`config.mk`:
```
export PLATFORM = sky130hd
export DESIGN_NAME = block_transfer_ctrl
export DESIGN_NICKNAME = d
export VERILOG_FILES = /design/src/rtl/block_transfer_ctrl_pkg.sv /design/src/rtl/block_transfer_ctrl_reg_list_encoder.sv /design/src/rtl/block_transfer_ctrl.sv
export SDC_FILE = /design/constraint.sdc
export NUM_CORES = 1
export LEC_CHECK = 0
export ABC_AREA = 1
export CORE_ASPECT_RATIO = 2
export CORE_MARGIN = 2
export CORE_UTILIZATION = 56
export CTS_BUF_LIST = sky130_fd_sc_hd__clkbuf_2
export DETAILED_ROUTE_END_ITERATION = 16
export PLACE_DENSITY = 0.89
export SLEW_MARGIN = 15
export SYNTH_ARGS = -nofsm -noshare
export SYNTH_HDL_FRONTEND = slang
export SYNTH_SLANG_ARGS = --single-unit
export TNS_END_PERCENT = 30
```
`constraint.sdc`:
```
create_clock -name clk -period 14.2 [get_ports clk]
set_input_delay 3.55 -clock clk [delete_from_list [all_inputs] [get_ports clk]]
set_output_delay 3.55 -clock clk [all_outputs]
set_load 0.02 [all_outputs]
```
`src/rtl/block_transfer_ctrl_pkg.sv`:
```
// Shared state encoding and constants for the block transfer controller.
package block_transfer_ctrl_pkg;
  localparam int WORD_BYTES = 4;

  typedef enum logic [1:0] {IDLE, XFER, WB, DONE} state_t;
endpackage

```
`src/rtl/block_transfer_ctrl_reg_list_encoder.sv`:
```
// Register-list encoder: lowest set bit, any-set flag and population count.
module reg_list_encoder #(
  parameter  int NREG = 16,
  localparam int IW   = $clog2(NREG)
) (
  input  logic [NREG-1:0] i_list,
  output logic [IW-1:0]   o_low,
  output logic            o_any,
  output logic [IW:0]     o_count
);
  always_comb begin
    o_low   = '0;
    o_count = '0;
    // Descending scan so the last hit is the lowest index.
    for (int i = NREG - 1; i >= 0; i--) begin
      if (i_list[i]) o_low = IW'(i);
      o_count = o_count + (IW + 1)'(i_list[i]);
    end
    o_any = |i_list;
  end
endmodule

```
`src/rtl/block_transfer_ctrl.sv`:
```
// LDM/STM block transfer sequencer: walks a register list against memory,
// then optionally writes the updated base register back.
module block_transfer_ctrl
  import block_transfer_ctrl_pkg::*;
#(
  parameter  int DATA_W = 32,
  parameter  int NREG   = 16,
  localparam int IW     = $clog2(NREG)
) (
  input  logic              clk,
  input  logic              rst,
  input  logic              start,
  input  logic              load,
  input  logic [NREG-1:0]   reg_list,
  input  logic [IW-1:0]     base_reg,
  input  logic [DATA_W-1:0] base_addr,
  input  logic              up,
  input  logic              pre,
  input  logic              wb_en,
  output logic              busy,
  output logic              done,
  output logic              mem_req,
  output logic              mem_we,
  output logic [DATA_W-1:0] mem_addr,
  output logic [DATA_W-1:0] mem_wdata,
  input  logic [DATA_W-1:0] mem_rdata,
  input  logic              mem_ack,
  output logic [IW-1:0]     rf_r_addr,
  input  logic [DATA_W-1:0] rf_r_data,
  output logic [IW-1:0]     rf_w_addr,
  output logic [DATA_W-1:0] rf_w_data,
  output logic              rf_write_reg,
  output logic              rf_write_pc,
  output logic [DATA_W-1:0] rf_pc_data
);
  localparam logic [IW-1:0]     PC_IDX = IW'(NREG - 1);
  localparam logic [DATA_W-1:0] STEP   = DATA_W'(WORD_BYTES);

  state_t              r_state, w_next;
  logic [NREG-1:0]     r_pending;
  logic [DATA_W-1:0]   r_addr, r_final;
  logic [IW-1:0]       r_base_reg;
  logic                r_load, r_wb_do;

  logic [NREG-1:0]     w_enc_in, w_pend_next;
  logic [IW-1:0]       w_low;
  logic                w_any;
  logic [IW:0]         w_cnt;
  logic [DATA_W-1:0]   w_span, w_first, w_final;

  // One encoder serves both phases: the request list in IDLE, pending in XFER.
  assign w_enc_in = (r_state == IDLE) ? reg_list : r_pending;

  reg_list_encoder #(.NREG(NREG)) u_enc (
    .i_list  (w_enc_in),
    .o_low   (w_low),
    .o_any   (w_any),
    .o_count (w_cnt)
  );

  assign w_pend_next = r_pending & ~(NREG'(1) << w_low);
  assign w_span      = DATA_W'(w_cnt) * STEP;
  assign w_final     = up ? base_addr + w_span : base_addr - w_span;

  always_comb begin
    case ({up, pre})
      2'b10:   w_first = base_addr;
      2'b11:   w_first = base_addr + STEP;
      2'b00:   w_first = base_addr - w_span + STEP;
      default: w_first = base_addr - w_span;
    endcase
  end

  always_ff @(posedge clk or posedge rst) begin
    if (rst) r_state <= IDLE;
    else     r_state <= w_next;
  end

  always_ff @(posedge clk or posedge rst) begin
    if (rst) begin
      r_pending  <= '0;
      r_addr     <= '0;
      r_final    <= '0;
      r_base_reg <= '0;
      r_load     <= 1'b0;
      r_wb_do    <= 1'b0;
    end else begin
      case (r_state)
        IDLE: if (start) begin
          r_pending  <= reg_list;
          r_addr     <= w_first;
          r_final    <= w_final;
          r_base_reg <= base_reg;
          r_load     <= load;
          // A loaded base register overrides the computed writeback.
          r_wb_do    <= wb_en && !(load && reg_list[base_reg]);
        end
        XFER: if (mem_ack) begin
          r_pending <= w_pend_next;
          r_addr    <= r_addr + STEP;
        end
        default: ;
      endcase
    end
  end

  always_comb begin
    w_next       = r_state;
    busy         = 1'b0;
    done         = 1'b0;
    mem_req      = 1'b0;
    mem_we       = 1'b0;
    mem_addr     = '0;
    mem_wdata    = '0;
    rf_r_addr    = '0;
    rf_w_addr    = '0;
    rf_w_data    = '0;
    rf_write_reg = 1'b0;
    rf_write_pc  = 1'b0;
    rf_pc_data   = '0;
    case (r_state)
      IDLE: if (start) w_next = w_any ? XFER : DONE;
      XFER: begin
        busy      = 1'b1;
        mem_req   = 1'b1;
        mem_we    = !r_load;
        mem_addr  = r_addr;
        rf_r_addr = w_low;
        mem_wdata = r_load ? '0 : rf_r_data;
        if (mem_ack) begin
          if (r_load) begin
            if (w_low == PC_IDX) begin
              rf_write_pc = 1'b1;
              rf_pc_data  = mem_rdata;
            end else begin
              rf_write_reg = 1'b1;
              rf_w_addr    = w_low;
              rf_w_data    = mem_rdata;
            end
          end
          if (w_pend_next == '0) w_next = r_wb_do ? WB : DONE;
        end
      end
      WB: begin
        busy         = 1'b1;
        rf_write_reg = 1'b1;
        rf_w_addr    = r_base_reg;
        rf_w_data    = r_final;
        w_next       = DONE;
      end
      DONE: begin
        busy   = 1'b1;
        done   = 1'b1;
        w_next = IDLE;
      end
      default: w_next = IDLE;
    endcase
  end
endmodule

```
## After elaboration in Yosys (flattened, before gate mapping)

Index checks and enable logic that the tools add are counted.

| operators by class | value |
|---|---|
| $add $sub $neg | 20 |
| $lt $le $gt $ge | 1 |
| eq/ne operators | 9 |
| shifts and indexed selects | 1 |
| mux-type cells | 61 |
| bitwise logic cells | 2 |
| reduce and logical (&&, ||, !) cells | 13 |

Operators with widths:

| operator | number |
|---|---|
| two-way mux 32 bit | 13 |
| case mux 32 bit (2 select lines) | 2 |
| adder 32 x 3 -> 32 bit, second input constant | 3 |
| case mux 32 bit (3 select lines) | 1 |
| two-way mux 4 bit | 20 |
| adder 5 x 1 -> 5 bit | 14 |
| two-way mux 16 bit | 3 |
| adder 32 x 7 -> 32 bit | 1 |
| case mux 16 bit (2 select lines) | 1 |
| subtractor 32 x 7 -> 32 bit | 1 |
| AND 16 bit | 1 |
| zero test 16 bit | 1 |
| NOT 16 bit | 1 |
| OR reduction 16 bit | 1 |
| << shifter 1 x 4 -> 16 bit, first input constant | 1 |
| two-way mux 1 bit | 13 |
| equality test 2 bit, second input constant | 4 |
| two-way mux 2 bit | 4 |
| case mux 2 bit (4 select lines) | 1 |
| case mux 4 bit (2 select lines) | 1 |
| inequality test 2 bit, second input constant | 3 |
| AND reduction 3 bit | 2 |
| less-than comparator 4 x 5 -> 1 bit, second input constant | 1 |
| binary-select mux 1 bit (select 4 bit) | 1 |
| 10 further kinds | 13 |

| word-level totals | value |
|---|---|
| register bits after elaboration | 88 |
| word-level logic and storage cells | 114 |

## Longest topological paths before layout

| depth | value |
|---|---|
| depth in word-level cells | 25 |
| depth in mapped cells | 46 |

## Cells and area by module

From an unflattened synthesis, not the netlist that was laid out.

| second synthesis, totals | value |
|---|---|
| cell total of the unflattened synthesis | 2003 |
| area, all modules | 11374.7 um^2 |

By module, submodules not included:

| module | times used | cells each | area an instance (um^2) |
|---|---|---|---|
| block_transfer_ctrl | 1 | 1918 | 10786.6 |
| reg_list_encoder | 1 | 85 | 588.1 |

## Least setup slack after synthesis

Ideal clock, no wire load.

| timing | value |
|---|---|
| kind | input-to-reg |
| start | input port reg_list[14] |
| end | register r_addr[27] |
| library setup time | 77 ps |
| arrival | 9204 ps |
| slack | 4919 ps |
| cell stages on the path | 34 |
| path buffers | 0 |
| cells stage by stage | nand2_1 -> o21ai_0 -> inv_1 -> ha_1 -> inv_1 -> fa_1 -> fa_1 -> fa_1 -> fa_1 -> fa_1 -> fa_1 -> nor2_1 -> inv_1 -> nand2_1 -> inv_1 -> ha_1 -> nor2_2 -> nand2_1 -> nand2_4 -> a21boi_2 -> nand3_2 -> nor2_1 -> xor2_1 -> o21ai_0 -> nand2_1 -> nor2_1 -> nand2_1 -> nor2_1 -> nand2_1 -> nand2_1 -> nand3_1 -> nand2_1 -> nand2_1 -> a21oi_1 |

| on the way | value |
|---|---|
| longest elaborated chain between the ends | 21 |

RTL lines:

| what | line | text |
|---|---|---|
| from (decl) | block_transfer_ctrl.sv:14 | `input logic [NREG-1:0] reg_list,` |
| two-way mux 16 bit (*) | block_transfer_ctrl.sv:52 | `assign w_enc_in = (r_state == IDLE) ? reg_list : r_pending;` |
| adder 1 x 1 -> 2 bit (*) | block_transfer_ctrl_reg_list_encoder.sv:17 | `o_count = o_count + (IW + 1)'(i_list[i]);` |
| adder 5 x 1 -> 5 bit (*) (14 in a row) | block_transfer_ctrl_reg_list_encoder.sv:17 |  |
| subtractor 32 x 7 -> 32 bit (*) | block_transfer_ctrl.sv:69, block_transfer_ctrl.sv:70 |  |
| adder 32 x 3 -> 32 bit | block_transfer_ctrl.sv:69 | `2'b00: w_first = base_addr - w_span + STEP;` |
| case mux 32 bit (3 select lines) (*) | block_transfer_ctrl.sv:66 | `case ({up, pre})` |
| two-way mux 32 bit (*) | block_transfer_ctrl.sv:89 | `IDLE: if (start) begin` |
| case mux 32 bit (2 select lines) (*) | block_transfer_ctrl.sv:88 | `case (r_state)` |
| to (signal assigned) | block_transfer_ctrl.sv:91 | `r_addr <= w_first;` |
| to (signal assigned) | block_transfer_ctrl.sv:100 | `r_addr <= r_addr + STEP;` |
| to (decl) | block_transfer_ctrl.sv:41 | `logic [DATA_W-1:0] r_addr, r_final;` |

Mark *: on every way between the ends. The rest lies on a longest branch, timed or not. The select of a mux whose other input is x is not followed.
A chain may end at the register's enable or synchronous reset.

## Worst setup path in the final report

| timing | value |
|---|---|
| start | input port reg_list[14] |
| end | output port rf_pc_data[0] |

| on the way | value |
|---|---|
| longest elaborated chain between the ends | 21 |

RTL lines:

| what | line | text |
|---|---|---|
| two-way mux 16 bit | block_transfer_ctrl.sv:52 |  |
| two-way mux 4 bit (15 in a row) | block_transfer_ctrl_reg_list_encoder.sv:16 | `if (i_list[i]) o_low = IW'(i);` |
| equality test 4 bit | block_transfer_ctrl.sv:132 | `if (w_low == PC_IDX) begin` |
| two-way mux 32 bit | block_transfer_ctrl.sv:132 |  |
| two-way mux 32 bit | block_transfer_ctrl.sv:131 | `if (r_load) begin` |
| two-way mux 32 bit | block_transfer_ctrl.sv:130 | `if (mem_ack) begin` |
| two-way mux 32 bit | block_transfer_ctrl.sv:121 | `case (r_state)` |
| to (decl) | block_transfer_ctrl.sv:34 | `output logic [DATA_W-1:0] rf_pc_data` |

Every way passes these cells.

==> key figures <==
Worst setup path
  – Worst setup endpoint: rf_pc_data[0]
  – Reg2reg end: r_addr[17]
  – Crit path from: reg_list[14]
  – Crit path capture type: output port
  – Worst-path maximum fanout: 33
  – R2R Setup Slk: 5.86 ns
  – Reg2Reg Depth: 30
  – Critical Path RT: between 10 and 15 ns
  – Crit Path Category: in -> out
  – Critical Path Start Type: input pin
  – R2r startpoint: r_state[0]
  – Critical Path AT: between 7 and 8 ns

Yosys
  – Synthesized area per cell: about 5.8 sq um
  – Post-synthesis net count: 2034
  – Synthesized flop and latch total: between 80 and 90
  – Post-synth top area cell: dfrtp_1
  – Sequential area share after synthesis: between 20% and 30%
  – Synth cell types: 59
  – Synthesized area: about 0.011 sq mm
  – Mapped Cells: about 1900
  – Synth warnings: 0
  – Top post-synthesis cells by area: dfrtp_1 (20%), nand2_1 (17%), inv_1 (8.8%), nor2_1 (7.5%), a21oi_1 (6.8%)
  – Yosys top cell area share: between 20% and 30%

CTS
  – Total CTS buffers: 9
  – Clock root cell: clkbuf_2
  – Clock Sinks: just under 90
  – Worst-path clk slew: roughly 0.22 ns
  – Hold Buf Count CTS: 0
  – CTS max path bufs: 2
  – H-tree depth: 3
  – Setup Buffers After CTS: 0
  – # resized after CTS: 0
  – CTS tree: done
  – Clock insertion delay at the later pin of the skew report: ~0.72 ns

Routing
  – Avg WL per Cell: roughly 20 um
  – 1st-pass router iterations: 6
  – Via count: 13700
  – WL final: 46.0 mm
  – First DRT Iteration DRCs: between 1000 and 1500
  – Drt via density: between 5 and 6
  – Remaining DRCs: 0
  – Antenna-violating nets left: 0

Timing
  – Max-slew violations: 0
  – Max-slew headroom: a little under a quarter
  – Maximum clock rate: 91.9 MHz
  – Tcrit/Tclk final: 76.6%
  – RSZ-0062 raised after global routing: no
  – Fin crit period: 10.88 ns
  – TNS Setup: 0 ns
  – Final setup skew: between 0.05 and 0.06 ns
  – Setup violations, final: 0
  – Fin. Hold Viols: 0
  – Slew @ Worst Pin: ~1.2 ns

Placement
  – I/O Buffers: 265
  – Gp weighted congestion: 1.05
  – HPWL Detailed: around 36 mm

GRT
  – Antenna violations before repair: 2
  – Number of global-route vias before repair: roughly 13000
  – Largest net degree at the start of global routing: about 80
  – GRT overflow: 0
  – GRT Overall Usage: about 45%
  – Wire length of the first global-routing pass: approximately 70 mm

Floorplan
  – CORE AREA: between 0.015 and 0.02 sq mm
  – I/O Pins: 266
  – Initial Util: approximately 57%
  – Row count: slightly above 70
  – Die extent in y: 201 um
  – Die width: 103 um
  – Die ar.: slightly above 0.02 sq mm

Run status
  – Outcome: finished clean

Cells and area
  – Area Growth Syn to Fin: 26.0%
  – Share of layout cells above drive strength 1: roughly 5.6%
  – Final nets: about 2200
  – Top Registers: r_addr: 32 flops, r_final: 32 flops, r_pending: 16 flops

Min path
  – Worst hold start: r_final[31]
  – Worst Hold Class: reg -> reg

Job
  – Maxcap violations: 0
[synth_stat cells, drive strengths merged]
cell type and n:
o221ai 2, and2 1, a2bb2oi 1, xor2 37
nand4 35, nor4 4, a21boi 3, xnor2 1
o21ai 143, nor3 31, nand3b 4, a21oi 152
a211o 1, inv 268, a31oi 20, o21bai 1
o21a 3, a211oi 2, or2 3, or3 1
a221oi 1, clkinv 5, a22oi 8, a311oi 1
fa 12, clkbuf 60, o31ai 1, buf 32
a221o 1, nand3 133, ha 30, o211ai 27
nand2 502, nor2 242, o32ai 1, o22ai 11
dfrtp 88
[routing by layer]
| layer | global-route usage [%] | part of all wire (%) |
|---|---|---|
| met1 | 42.6 | 31 |
| met2 | 75.5 | 50 |
| met3 | 12.7 | 8.8 |
| met4 | 37.9 | 10 |
| met5 | 0 | 0.028 |
[cell usage in the layout (no fill, tap or decap), types with 11 or more instances in the layout]
| cell type | netlist | routed |
|---|---|---|
| nor2_2 | 16 | 16 |
| ha_1 | 30 | 29 |
| fa_1 | 12 | 12 |
| inv_1 | 256 | 254 |
| buf_4 | 2 | 13 |
| o21ai_0 | 115 | 115 |
| o211ai_1 | 27 | 27 |
| inv_2 | 12 | 13 |
| o22ai_1 | 11 | 11 |
| nand4_1 | 33 | 33 |
| o21ai_1 | 17 | 17 |
| nor3_1 | 28 | 27 |
| xor2_1 | 35 | 35 |
| dfrtp_1 | 88 | 88 |
| clkdlybuf4s50_1 | 0 | 265 |
| a31oi_1 | 20 | 20 |
| nand2_1 | 488 | 488 |
| nor2_1 | 218 | 218 |
| nand3_1 | 130 | 130 |
| a21oi_1 | 148 | 147 |
[worst max-delay path: stages]
cell and delay [ns]:
clkdlybuf4s50_1 0.52, nand2_1 0.06, o21ai_0 0.14, inv_1 0.14, ha_1 0.21, nor2_1 0.11, a21oi_1 0.07, o21ai_1 0.12
nand2_1 0.06, nand2_1 0.07, nand2_2 0.12, inv_2 0.14, nand4_1 0.18, nor2_1 0.22, nand2_1 0.63, nor2_1 0.32
clkdlybuf4s50_1 0.65
[layout make-up]
cell class / count / area [sq um]
Timing Repair Buffer: 278 / 2750
Multi-Input combinational cell: 1415 / 7300
Fill cell: 1686 / 5480
Antenna cell: 1 / 2.50
Tap cell: 259 / 324
Clock inverter: 6 / 58.8
Inverter: 273 / 1030
Clock buffer: 10 / 50.0
Sequential cell: 88 / 2200
[worst min path at each step]
stage | end | slack [ns] | depth (start not counted)
2_1_floorplan | r_final[16] | 0.45 | 2
3_3_place_gp | r_final[2] | 0.47 | 2
3_5_place_dp | r_final[31] | 0.47 | 2
4_1_cts | r_final[16] | 0.51 | 2
5_1_grt | r_final[16] | 0.54 | 2
6_report | r_final[31] | 0.51 | 2
[metrics by stage]
| stage | instances | hold slack (ns) | util (%) | setup WS [ns] | area, sq um |
|---|---|---|---|---|---|
| CTS | 2329 | 0.513 | 71.5 | 3.37 | 13700 |
| detailed placement | 2313 | 0.467 | 70.9 | 3.32 | 13600 |
| global route | 2330 | 0.539 | 71.5 | 2.91 | 13700 |
| global placement | 2313 | 0.466 | 70.9 | 3.43 | 13600 |
| finish | 2330 | 0.514 | 71.5 | 3.32 | 13700 |
| floorplan | 1868 | 0.449 | - | 4.92 | 10900 |
[cell families after synthesis]
family	Yosys count	synth area share (%)
buf+inv	365	13.0
fa+ha+maj	42	5.66
xor+xnor	38	3.20
flops	88	20.2
compound gates	379	20.0
simple gates	956	37.9
Power is not shown: default switching activity piles up to over one toggle a cycle in this logic, so the estimate is an artifact.
